### src/rtl/vga_pkg.sv
// Shared constants and types for the text-mode VGA pipeline.
package vga_pkg;

  localparam int TILE_W       = 8;
  localparam int TILE_H       = 8;
  localparam int GLYPH_ROM_AW = 14;

  localparam logic [7:0] BLACK  = 8'h00;
  localparam logic [7:0] DEF_BG = 8'h18;
  localparam logic [7:0] WHITE  = 8'hFF;

  localparam logic SYNC_IDLE_DEF = 1'b1;

  typedef struct packed {
    logic       pix_en;
    logic [7:0] bg;
    logic [2:0] col;
    logic       inv;
    logic       hs;
    logic       vs;
  } pix_s1_t;

  // Glyph rows are stored MSB-first: column 0 is bit 7.
  function automatic logic pick_bit(
    input logic [7:0] row,
    input logic [2:0] col
  );
    return row[3'd7 - col];
  endfunction

endpackage

### src/rtl/vga_blink_timer.sv
// Cursor blink timer: counts frame starts, toggles phase each half-period.
module vga_blink_timer
  import vga_pkg::*;
#(
  parameter int unsigned BLINK_FRAMES = 30,
  parameter logic        SYNC_IDLE    = SYNC_IDLE_DEF
) (
  input  logic clk,
  input  logic reset,
  input  logic vsyncIn,
  output logic blinkPhase
);

  localparam logic [7:0] LAST = 8'(BLINK_FRAMES - 1);

  logic       vs_prev_q, vs_prev_d;
  logic [7:0] cnt_q, cnt_d;
  logic       phase_q, phase_d;
  logic       frame_start;

  always_comb begin
    frame_start = (vs_prev_q == SYNC_IDLE) && (vsyncIn != SYNC_IDLE);
    vs_prev_d   = vsyncIn;
    cnt_d       = cnt_q;
    phase_d     = phase_q;
    if (frame_start) begin
      if (cnt_q == LAST) begin
        cnt_d   = 8'd0;
        phase_d = ~phase_q;
      end else begin
        cnt_d = cnt_q + 8'd1;
      end
    end
  end

  always_ff @(posedge clk) begin
    if (reset) begin
      vs_prev_q <= SYNC_IDLE;
      cnt_q     <= 8'd0;
      phase_q   <= 1'b0;
    end else begin
      vs_prev_q <= vs_prev_d;
      cnt_q     <= cnt_d;
      phase_q   <= phase_d;
    end
  end

  assign blinkPhase = phase_q;

endmodule

### src/rtl/vga_glyph_pixel.sv
// Glyph ROM driver and pixel serialiser: 2-cycle pipe to RGB332 + syncs.
module vga_glyph_pixel
  import vga_pkg::*;
#(
  parameter int unsigned BLINK_FRAMES = 30,
  parameter logic        SYNC_IDLE    = SYNC_IDLE_DEF,
  parameter int          ROM_AW       = GLYPH_ROM_AW
) (
  input  logic              clk,
  input  logic              reset,
  input  logic              pixEn,
  input  logic [ROM_AW-1:0] glyphAddr,
  input  logic [7:0]        bgColor,
  input  logic [7:0]        fgColor,
  input  logic [2:0]        colIdx,
  input  logic              cursorHit,
  input  logic              cursorEn,
  input  logic              hsyncIn,
  input  logic              vsyncIn,
  output logic [ROM_AW-1:0] romAddr,
  output logic              romEn,
  input  logic [7:0]        romData,
  output logic [7:0]        rgb,
  output logic              hsyncOut,
  output logic              vsyncOut,
  output logic              blinkPhase
);

  localparam pix_s1_t S1_RST = '{
    pix_en: 1'b0,
    bg:     BLACK,
    col:    3'd0,
    inv:    1'b0,
    hs:     SYNC_IDLE,
    vs:     SYNC_IDLE
  };

  pix_s1_t    s1_q, s1_d;
  logic [7:0] rgb_q, rgb_d;
  logic       hs_q, hs_d;
  logic       vs_q, vs_d;
  logic       blink_phase;
  logic       pix_on;

  vga_blink_timer #(
    .BLINK_FRAMES (BLINK_FRAMES),
    .SYNC_IDLE    (SYNC_IDLE)
  ) u_blink (
    .clk        (clk),
    .reset      (reset),
    .vsyncIn    (vsyncIn),
    .blinkPhase (blink_phase)
  );

  assign romAddr = glyphAddr;
  assign romEn   = pixEn & ~reset;

  always_comb begin
    s1_d.pix_en = pixEn;
    s1_d.bg     = bgColor;
    s1_d.col    = colIdx;
    s1_d.inv    = cursorHit & cursorEn & blink_phase;
    s1_d.hs     = hsyncIn;
    s1_d.vs     = vsyncIn;
  end

  // romData lines up with s1_q: the ROM has one cycle of read latency.
  always_comb begin
    pix_on = pick_bit(romData, s1_q.col) ^ s1_q.inv;
    rgb_d  = BLACK;
    if (s1_q.pix_en) begin
      rgb_d = pix_on ? fgColor : s1_q.bg;
    end
    hs_d = s1_q.hs;
    vs_d = s1_q.vs;
  end

  always_ff @(posedge clk) begin
    if (reset) begin
      s1_q  <= S1_RST;
      rgb_q <= BLACK;
      hs_q  <= SYNC_IDLE;
      vs_q  <= SYNC_IDLE;
    end else begin
      s1_q  <= s1_d;
      rgb_q <= rgb_d;
      hs_q  <= hs_d;
      vs_q  <= vs_d;
    end
  end

  assign rgb        = rgb_q;
  assign hsyncOut   = hs_q;
  assign vsyncOut   = vs_q;
  assign blinkPhase = blink_phase;

endmodule

### config.mk
export PLATFORM = sky130hd
export DESIGN_NAME = vga_glyph_pixel
export DESIGN_NICKNAME = d
export VERILOG_FILES = /design/src/rtl/vga_pkg.sv /design/src/rtl/vga_blink_timer.sv /design/src/rtl/vga_glyph_pixel.sv
export SDC_FILE = /design/constraint.sdc
export NUM_CORES = 1
export LEC_CHECK = 0
export BUFFER_PORTS_ARGS = -buffer_cell sky130_fd_sc_hd__buf_2
export CORE_ASPECT_RATIO = 0.8
export CORE_MARGIN = 2
export CORE_UTILIZATION = 49
export DETAILED_ROUTE_END_ITERATION = 10
export HOLD_SLACK_MARGIN = 0.03
export PLACE_DENSITY = 0.84
export SKIP_CTS_REPAIR_TIMING = 1
export SYNTH_ARGS = -nofsm -noshare
export SYNTH_HDL_FRONTEND = slang
export SYNTH_SLANG_ARGS = --single-unit
export TNS_END_PERCENT = 20
### constraint.sdc
create_clock -name clk -period 5 [get_ports clk]
set_clock_uncertainty 0.1 [all_clocks]
set_input_delay 1 -clock clk [delete_from_list [all_inputs] [get_ports clk]]
set_output_delay 1 -clock clk [all_outputs]
set_load 0.1 [all_outputs]
==> results of run 1 <==
## state kept, by name (all words and copies together), names as in the netlist
signal,flops
s1_q,13
rgb,8
u_blink.cnt_q,8
hs_d,1
hsyncOut,1
u_blink.blinkPhase,1
u_blink.vs_prev_q,1
vsyncOut,1
## worst max-delay path: cells and delay by family
family	cells	cell delay (ns)
and+or+nand+nor	1	0.14
buffers and inverters	2	0.64
## final timing paths
path / slack, ns / to / cells after the start
setup / recovery: 2.12 / romEn / 3
hold / removal: 0.31 / hsyncOut / 1
setup reg to reg: 3.23 / rgb[7] / 4
hold reg to reg: 0.31 / hsyncOut / 1
## final cells by class
type                       count  area, um2  area share
multi-input combinational    111      735.7      0.4075
sequential                    34      680.7      0.3770
timing repair buffer          45      225.2      0.1247
clock buffer                   8      110.1     0.06098
tap                           40      50.05     0.02772
inverter                       1      3.754    0.002079
## routing by layer
| layer | up-vias | track usage |
|---|---|---|
| met4 | 0 | 0.08163 |
| met2 | 65 | 0.2244 |
| met5 | - | 0 |
| met3 | 9 | 0.07202 |
| li1 | 599 | - |
| met1 | 506 | 0.2334 |
## synth_stat cells (3+ instances only)
master and count:
dfxtp_1 34, nand2_1 27, nand2b_1 18, a211o_1 16
buf_4 14, nor2b_1 14, clkbuf_1 9, nor2_1 9
xor2_1 7, or2_2 4, nand4_1 3
## where the power goes
| part | switching [mW] | internal [mW] |
|---|---|---|
| combinational | 0.0482 | 0.0274 |
| clock | 0.0936 | 0.139 |
| sequential | 0.00573 | 0.282 |
| total | 0.148 | 0.448 |
## metrics by stage
step           instance area, um2  power [mW]  hold WS [ns]  utilization
2_1_floorplan                1559      0.3987        0.2895            -
3_3_place_gp                 1695      0.3672        0.2902       0.5535
3_5_place_dp                 1695      0.3693        0.2954       0.5535
4_1_cts                      1805      0.6031        0.3134       0.5895
5_1_grt                      1805      0.6207        0.3212       0.5895
6_report                     1805      0.5955        0.3110       0.5895
## logic make-up (layout without fill, tap and decap cells)
logic type	after synthesis	after routing
AOI/OAI and AO/OA	17	17
xor gates and xnor gates	8	8
adders and majority gates	2	2
buffers and inverters	24	54
DFF	34	34
muxes	4	4
and+or+nand+nor	80	80
==> results.md, run 1 <==
* Vias at 1179
* Initial antenna violation count at 0
* Root buffer cell: clkbuf_8
* Max-slew violations at 0
* # setup viols final at 0
* Place WS at 2.120 ns
* Fmax at 347.2 MHz
* Core Area at 3063 um2
* Seq/Total Area, Yosys at 0.4366
* DIE WIDTH at 67.07 um
* Io pins at 74
* Mapped Area at 1559 um2
* Worst setup SP type: input pin
* Max stage delay on crit path at 0.43 ns
* Vias in the first global route at 1005
* Worst-path cell chain: buf_2, nor2b_1, buf_2
* Crit path kind: in -> out
* Multiplexer share of the synthesized area at 0.04735
* Post-Synth Adder-Cell Area at 0.01605
* Hold Crit Start: hs_d
* # port buffers at 45
* Share of cells above drive strength 1 at 0.3065
* Synthesized flop and latch total at 34
* Largest area contributor in the netlist: dfxtp_1
* Final Cycle Share at 0.5760
* Synthesized-area fraction occupied by and/or/nand/nor cells at 0.2689
* Worst hold path class: reg -> reg
* CTS tree: yes
* WL/cell at 11.90 um
* Fin crit period at 2.880 ns
* Starting Density at 0.5090
* Post-synthesis async set-or-reset flop share at 0
* Commonest cells after routing, fill and taps aside: 45 x buf_2, 34 x dfxtp_1, 27 x nand2_1
* Ys Warns at 0
* Top_reg_cell synth: dfxtp_1
* Residual DRC count at 0
* Sink Count at 34
* Relative max-transition margin at 0.4851
* EDFF count, synth at 0
* Syn_area_per_cell at 9.225 um2
* Antenna Violating Nets Remaining at 0
* Xor and xnor area share after synthesis at 0.04494
* Synth Instances at 169
* Dominant cells by area after synthesis: dfxtp_1 44%, a211o_1 9.0%, nand2b_1 7.2%
* RSZ-0062 raised after global routing: no
* TNS Setup at 0 ns
* Final Hold Fails at 0
* H-tree depth at 2
* Filler cell count at 269
* DRT Pass-1 Iters at 4
* Layout Cells excl Fill at 239
* Critical path capture point type: output pin
* Routed wl met2 at 1.096 mm
* Die H at 54.45 um
* Largest family of logic cells by synthesized area: simple AND/OR/NAND/NOR gates
* P_leak at 0.8003 nW
* Worst-path clk slew at 0.06 ns
* Setup ws final at 2.120 ns
* Critical path's most frequent cell: buf_2
* Post-synthesis compound-gate area fraction at 0.09470
* First-pass GRT wire length at 4.395 mm
* Top cell type's share of synthesized area at 0.4366
* Status: finished, final reports clean
* Pwr Density at 329.8 nW/um2
* Die area at 3652 um2
* Routed vias/inst at 4.933
* Final GP Congestion at 0.7449
* Number of nets in the layout at 248
* Routed wl met3 at 317 um
* Global route overflow at 0
* Most common cell after layout, fill and taps aside: buf_2
* WL met1 at 1.373 mm
* N_diodes at 0
* WL final at 2.844 mm
* Area delta synth->final at 15.81%
* Highest metal used: met4
* Worst R2R Start: s1_q[3]
* Clock buffer depth at 2
* Critical Path AT at 1.78 ns
* Total CTS buffers at 5
* Crit path max fanout at 21
* Hpwl dp at 2.044 mm
* Starting DRT DRC Count at 55
* Largest net degree at the start of global routing at 33
* Launch point of the worst path: reset
* Peak supply drop at 0.0001732 V
* Inst Count DP at 231
* Worst slew pin tran at 0.7713 ns
* FP Rows at 18
* Syn Nets at 219
* Max_cap viols at 0
* Worst-skew pair later-pin latency at 0.28 ns
* Number of distinct library cells after synthesis at 22
* Critical-path top delay cell: buf_2
* Total track usage at 0.1692
* Worst EP required at 3.90 ns
Note: power is estimated with default switching activity, not from simulation.
==> inputs of run 2 (changes only) <==
--- a/config.mk
+++ b/config.mk
@@ -5,13 +5,14 @@
 export SDC_FILE = /design/constraint.sdc
 export NUM_CORES = 1
 export LEC_CHECK = 0
+export ABC_AREA = 1
 export BUFFER_PORTS_ARGS = -buffer_cell sky130_fd_sc_hd__buf_2
 export CORE_ASPECT_RATIO = 0.8
 export CORE_MARGIN = 2
-export CORE_UTILIZATION = 49
+export CORE_UTILIZATION = 41
 export DETAILED_ROUTE_END_ITERATION = 10
 export HOLD_SLACK_MARGIN = 0.03
-export PLACE_DENSITY = 0.84
+export PLACE_DENSITY = 0.74
 export SKIP_CTS_REPAIR_TIMING = 1
 export SYNTH_ARGS = -nofsm -noshare
 export SYNTH_HDL_FRONTEND = slang
==> constraint.sdc (replaced) <==
create_clock -name clk -period 2.55 [get_ports clk]
set_clock_uncertainty 0.1 [all_clocks]
set_input_delay 0.51 -clock clk [delete_from_list [all_inputs] [get_ports clk]]
set_output_delay 0.51 -clock clk [all_outputs]
set_load 0.1 [all_outputs]
==> run 2 against run 1 <==
  * First-iteration DRC count shrank 53%
  * Combinational power grew 150%
  * Cell count grew 23%
  * Flip-flop and latch count is the same
  * Sequential power grew 96%
  * Total power grew 92%
  * Cell area grew 4.4%
==> results.md, run 2 <==
* Status: finished, final reports clean
* Max-slew violations at 0
* Most common cell after layout, fill and taps aside: buf_2
* Relative max-transition margin at 0.6514
* Final Cycle Share at 0.6842
* Clock buffer depth at 2
* Worst EP required at 1.94 ns
* Root buffer cell: clkbuf_8
* Global route overflow at 0
* Antenna Violating Nets Remaining at 0
* Dominant cells by area after synthesis: dfxtp_1 42%, inv_1 9.8%, nor2_1 6.8%
* Final Hold Fails at 0
* N_diodes at 0
* Die H at 59.92 um
* Worst-path clk slew at 0.06 ns
* Top_reg_cell synth: dfxtp_1
* Total CTS buffers at 5
* Critical Path AT at 1.13 ns
* Core Area at 3779 um2
* Fin crit period at 1.745 ns
* Top cell type's share of synthesized area at 0.4247
* Mapped Area at 1603 um2
* # setup viols final at 0
* Number of nets in the layout at 287
* Io pins at 74
* Seq/Total Area, Yosys at 0.4247
* Synthesized flop and latch total at 34
* Critical path capture point type: output pin
* Crit path buf inv count at 2
* Syn_area_per_cell at 8.014 um2
* Worst-path cell chain: buf_2, nor2_2, buf_2
* WL final at 2.465 mm
* Vias in the first global route at 1077
* H-tree depth at 2
* Share of cells above drive strength 1 at 0.3529
* Largest register FFs at 13
* EDFF count, synth at 0
* Area delta synth->final at 17.64%
* DIE WIDTH at 73.91 um
* # port buffers at 45
* CTS tree: yes
* P_leak at 0.9532 nW
* Reg with most FFs: s1_q
* Die area at 4428 um2
* Largest area contributor in the netlist: dfxtp_1
* Crit path kind: in -> out
* Total track usage at 0.1307
* Final GP Congestion at 0.7451
* Initial antenna violation count at 0
* Worst-skew pair later-pin latency at 0.28 ns
* Sink Count at 34
* Worst slew pin tran at 0.5209 ns
* Synth Instances at 200
* Post-synthesis async set-or-reset flop share at 0
* Critical path's most frequent cell: buf_2
* WL/cell at 8.413 um
* Routed vias/inst at 4.157
* Count leader, synth: inv_1
* Worst setup SP type: input pin
* RSZ-0062 raised after global routing: no
* Max_cap viols at 0
* Largest net degree at the start of global routing at 21
* Fmax at 573.2 MHz
* Hpwl dp at 1.901 mm
* Number of distinct library cells after synthesis at 27
* Place WS at 0.8003 ns
* Crit-path leading delay family: buffers and inverters
* Filler cell count at 374
* First-pass GRT wire length at 4.257 mm
* Residual DRC count at 0
* Starting Density at 0.4242
* Crit path max fanout at 2
* Vias at 1218
* DRT Pass-1 Iters at 4
* Syn Nets at 250
* TNS Setup at 0 ns
* Peak supply drop at 0.0002656 V
* Worst hold path class: in -> reg
* Pwr Density at 607.8 nW/um2
* Critical-path top delay cell: buf_2
* FP Rows at 20
* Commonest cells post-synth: 42 x inv_1, 34 x dfxtp_1, 29 x nor2_1, 23 x nand2_1, 14 x buf_4
* Total power at 1.146 mW
* Ys Warns at 0
* Max stage delay on crit path at 0.42 ns
* Setup ws final at 0.8053 ns
* Starting DRT DRC Count at 26
* Commonest cells after routing, fill and taps aside: 45 x buf_2, 42 x inv_1, 34 x dfxtp_1
==> run 2: path summary, 6_finish.rpt <==
kind                     from  cells past startpoint  slack (ns)               end
max reg2reg  u_blink.cnt_q[0]                      8        1.11  u_blink.cnt_q[6]
max                     reset                      3        0.81             romEn
min                   hsyncIn                      2        0.31              hs_d
min reg2reg              hs_d                      1        0.31          hsyncOut
==> run 2: worst register-to-register path: cells and delay by family (launching register included) <==
kind                     cells  cell delay, ns
XOR/XNOR                     1            0.13
adder cells (fa/ha/maj)      1            0.16
buffers and inverters        2            0.12
flip-flops                   1            0.39
AND/OR/NAND/NOR              4            0.43
==> run 2: area by class of cell <==
type,count,area (um2),area share
timing repair buffer,46,232.7,0.1234
tap,55,68.82,0.03650
clock inverter,1,5.005,0.002654
sequential,34,680.7,0.3610
inverter,43,161.4,0.08560
multi-input combinational,107,650.6,0.3451
clock buffer,7,86.33,0.04579
==> run 2: cells by family after synthesis <==
group                      Yosys count  share of synthesized area
AOI/OAI and AO/OA                    5                    0.01718
xor gates and xnor gates             4                    0.02186
buffers and inverters               59                     0.1710
DFF                                 34                     0.4247
and+or+nand+nor                     96                     0.3497
adders and majority gates            2                    0.01561
==> run 2: report_power, final <==
group	switching, mW	internal, mW
Sequential	0.00935	0.552
Clock	0.179	0.217
Combinational	0.127	0.0612
Total	0.315	0.831
==> run 2: routing by layer <==
metal	share of wire	GRT usage
met2	0.45	0.2041
met3	0.066	0.04384
met5	0	0
met4	0.030	0.09610
met1	0.46	0.1494
==> run 2: stage by stage <==
step / cell area, um2 / hold slack, ns / util / instances
6_report: 1886 / 0.3091 / 0.4990 / 293
5_1_grt: 1886 / 0.3072 / 0.4990 / 293
4_1_cts: 1886 / 0.2971 / 0.4990 / 293
3_5_place_dp: 1794 / 0.3033 / 0.4748 / 285
3_3_place_gp: 1794 / 0.2946 / 0.4748 / 285
2_1_floorplan: 1605 / 0.2895 / - / 200
==> inputs of run 3 (changes only) <==
--- a/config.mk
+++ b/config.mk
@@ -9,10 +9,10 @@
 export BUFFER_PORTS_ARGS = -buffer_cell sky130_fd_sc_hd__buf_2
 export CORE_ASPECT_RATIO = 0.8
 export CORE_MARGIN = 2
-export CORE_UTILIZATION = 41
+export CORE_UTILIZATION = 46
 export DETAILED_ROUTE_END_ITERATION = 10
 export HOLD_SLACK_MARGIN = 0.03
-export PLACE_DENSITY = 0.74
+export PLACE_DENSITY = 0.79
 export SKIP_CTS_REPAIR_TIMING = 1
 export SYNTH_ARGS = -nofsm -noshare
 export SYNTH_HDL_FRONTEND = slang
==> constraint.sdc (replaced) <==
create_clock -name clk -period 1.7 [get_ports clk]
set_clock_uncertainty 0.1 [all_clocks]
set_input_delay 0.34 -clock clk [delete_from_list [all_inputs] [get_ports clk]]
set_output_delay 0.34 -clock clk [all_outputs]
set_load 0.1 [all_outputs]
==> run 3 against run 2 <==
  * Clock power rose by 53%
  * Worst hold slack got worse by 0.17 ns
  * Utilization rose by 6.2 points
  * Flip-flop and latch count did not move
  * First-iteration DRC count fell by 7.7%
  * Clock-buffer cell count fell by 1
  * Register-to-register slack got worse by 0.87 ns
  * Via count rose by 0.49%
  * Sequential share of layout area fell by 0.14 points
  * Cell count fell by 4.4%
  * Highest routed layer unchanged
==> results.md, run 3 (same netlist as run 2, synthesis figures left out) <==
* Peak supply drop at 0.0006162 V
* Largest net degree at the start of global routing at 14
* Multi-input gate area at 655.6 um2
* Critical-path top delay cell: buf_2
* Critical Path AT at 1.10 ns
* Crit-path leading delay family: buffers and inverters
* Max_cap viols at 0
* Crit path kind: reg -> out
* Final Hold Fails at 0
* Clock buffer depth at 2
* Number of nets in the layout at 287
* Worst-skew pair later-pin latency at 0.28 ns
* Sequential cell area at 680.7 um2
* DRT Pass-1 Iters at 4
* Io pins at 74
* Vias at 1224
* # port buffers at 45
* Max-slew violations at 0
* Worst-path clk slew at 0.07 ns
* Worst hold path class: in -> reg
* Worst path depth at 1
* Total track usage at 0.1394
* Worst slew pin tran at 0.5320 ns
* Area delta synth->final at 18.11%
* Crit path buf inv count at 1
* Global route overflow at 0
* Routed vias/inst at 4.371
* Internal power at 1.250 mW
* Fmax at 650.3 MHz
* Layout Cells excl Fill at 280
* Critical path capture point type: output pin
* WL final at 2.562 mm
* RSZ-0062 raised after global routing: no
* Reg with most FFs: s1_q
* Starting DRT DRC Count at 24
* Launch point of the worst path: u_blink.blinkPhase
* Pwr Density at 918.7 nW/um2
* Die H at 56.80 um
* Most common cell after layout, fill and taps aside: buf_2
* Relative max-transition margin at 0.6440
* Comb power frac at 0.166
* Net switching power at 489.1 uW
* R2r worst-path depth at 8
* Filler cell count at 327
* Clock Power Share at 0.349
* Hpwl dp at 1.991 mm
* Commonest cells after routing, fill and taps aside: 44 x buf_2, 42 x inv_1, 34 x dfxtp_1
* Inst Count DP at 272
* Root buffer cell: clkbuf_8
* Worst EP required at 1.26 ns
* Sink Count at 34
* Worst reg2reg endpoint: u_blink.cnt_q[6]
* First-pass GRT wire length at 4.319 mm
* Worst-path cell chain: buf_2
* Fin crit period at 1.538 ns
* Vias in the first global route at 1043
* Final GP Congestion at 0.8184
* DIE WIDTH at 70.00 um
* Share of cells above drive strength 1 at 0.3571
* Antenna Violating Nets Remaining at 0
* FP Rows at 19
* Starting Density at 0.4748
* Crit path max fanout at 3
* Initial antenna violation count at 0
* Final Cycle Share at 0.9046
* Switch share at 0.2812
* Place WS at 0.2369 ns
* Core Area at 3376 um2
* R2r setup slk at 0.24 ns
* Crit path to: blinkPhase
* Total CTS buffers at 5
* Flop pwr share at 0.485
* H-tree depth at 2
* CTS tree: yes
* TNS Setup at 0 ns
* # setup viols final at 0
* Max stage delay on crit path at 0.44 ns
* N_diodes at 0
* Die area at 3975 um2
* Status: finished, final reports clean
* P_leak at 0.9570 nW
* Largest register FFs at 13
* Worst R2R Start: u_blink.cnt_q[0]
* Setup ws final at 0.1622 ns
* Worst setup SP type: flop
* WL/cell at 9.150 um
* Residual DRC count at 0
==> run 3: how the worst min path moves through the flow <==
stage | start | slack [ns] | depth (start not counted) | end
2_1_floorplan | hs_d | 0.29 | 1 | hsyncOut
3_3_place_gp | hs_d | 0.29 | 1 | hsyncOut
3_5_place_dp | hs_d | 0.31 | 1 | hsyncOut
4_1_cts | hsyncIn | 0.13 | 2 | hs_d
5_1_grt | hsyncIn | 0.12 | 2 | hs_d
6_report | hsyncIn | 0.14 | 2 | hs_d
==> run 3: layout make-up <==
type | instances | share of cell area
Sequential cell | 34 | 0.3595
Clock inverter | 2 | 0.006609
Timing Repair Buffer | 46 | 0.1309
Tap cell | 42 | 0.02776
Inverter | 43 | 0.08526
Clock buffer | 6 | 0.04362
Multi-Input combinational cell | 107 | 0.3463
==> run 3: power by group through the flow <==
stage	registers, mW	logic, mW	clock network, mW
after floorplan	0.925	0.305	0
after global placement	0.860	0.287	0
after detailed placement	0.861	0.293	0
after CTS	0.843	0.294	0.630
after global routing	0.847	0.317	0.670
final	0.843	0.289	0.607
==> run 3: per-stage QoR <==
| stage | util | total power, mW | hold slack (ns) | cell area [um2] |
|---|---|---|---|---|
| floorplan | - | 1.231 | 0.2895 | 1610 |
| global placement | 0.5326 | 1.147 | 0.2928 | 1798 |
| detailed placement | 0.5326 | 1.154 | 0.3095 | 1798 |
| CTS | 0.5608 | 1.767 | 0.1258 | 1893 |
| global route | 0.5608 | 1.833 | 0.1194 | 1893 |
| finish | 0.5608 | 1.739 | 0.1372 | 1893 |
==> run 3: per-layer routing <==
metal | track usage | vias up | share of wire
met5 | 0 | - | 0
met4 | 0.06868 | 0 | 0.018
met3 | 0.05386 | 8 | 0.056
met2 | 0.2449 | 25 | 0.49
met1 | 0.1459 | 536 | 0.44
li1 | - | 655 | -
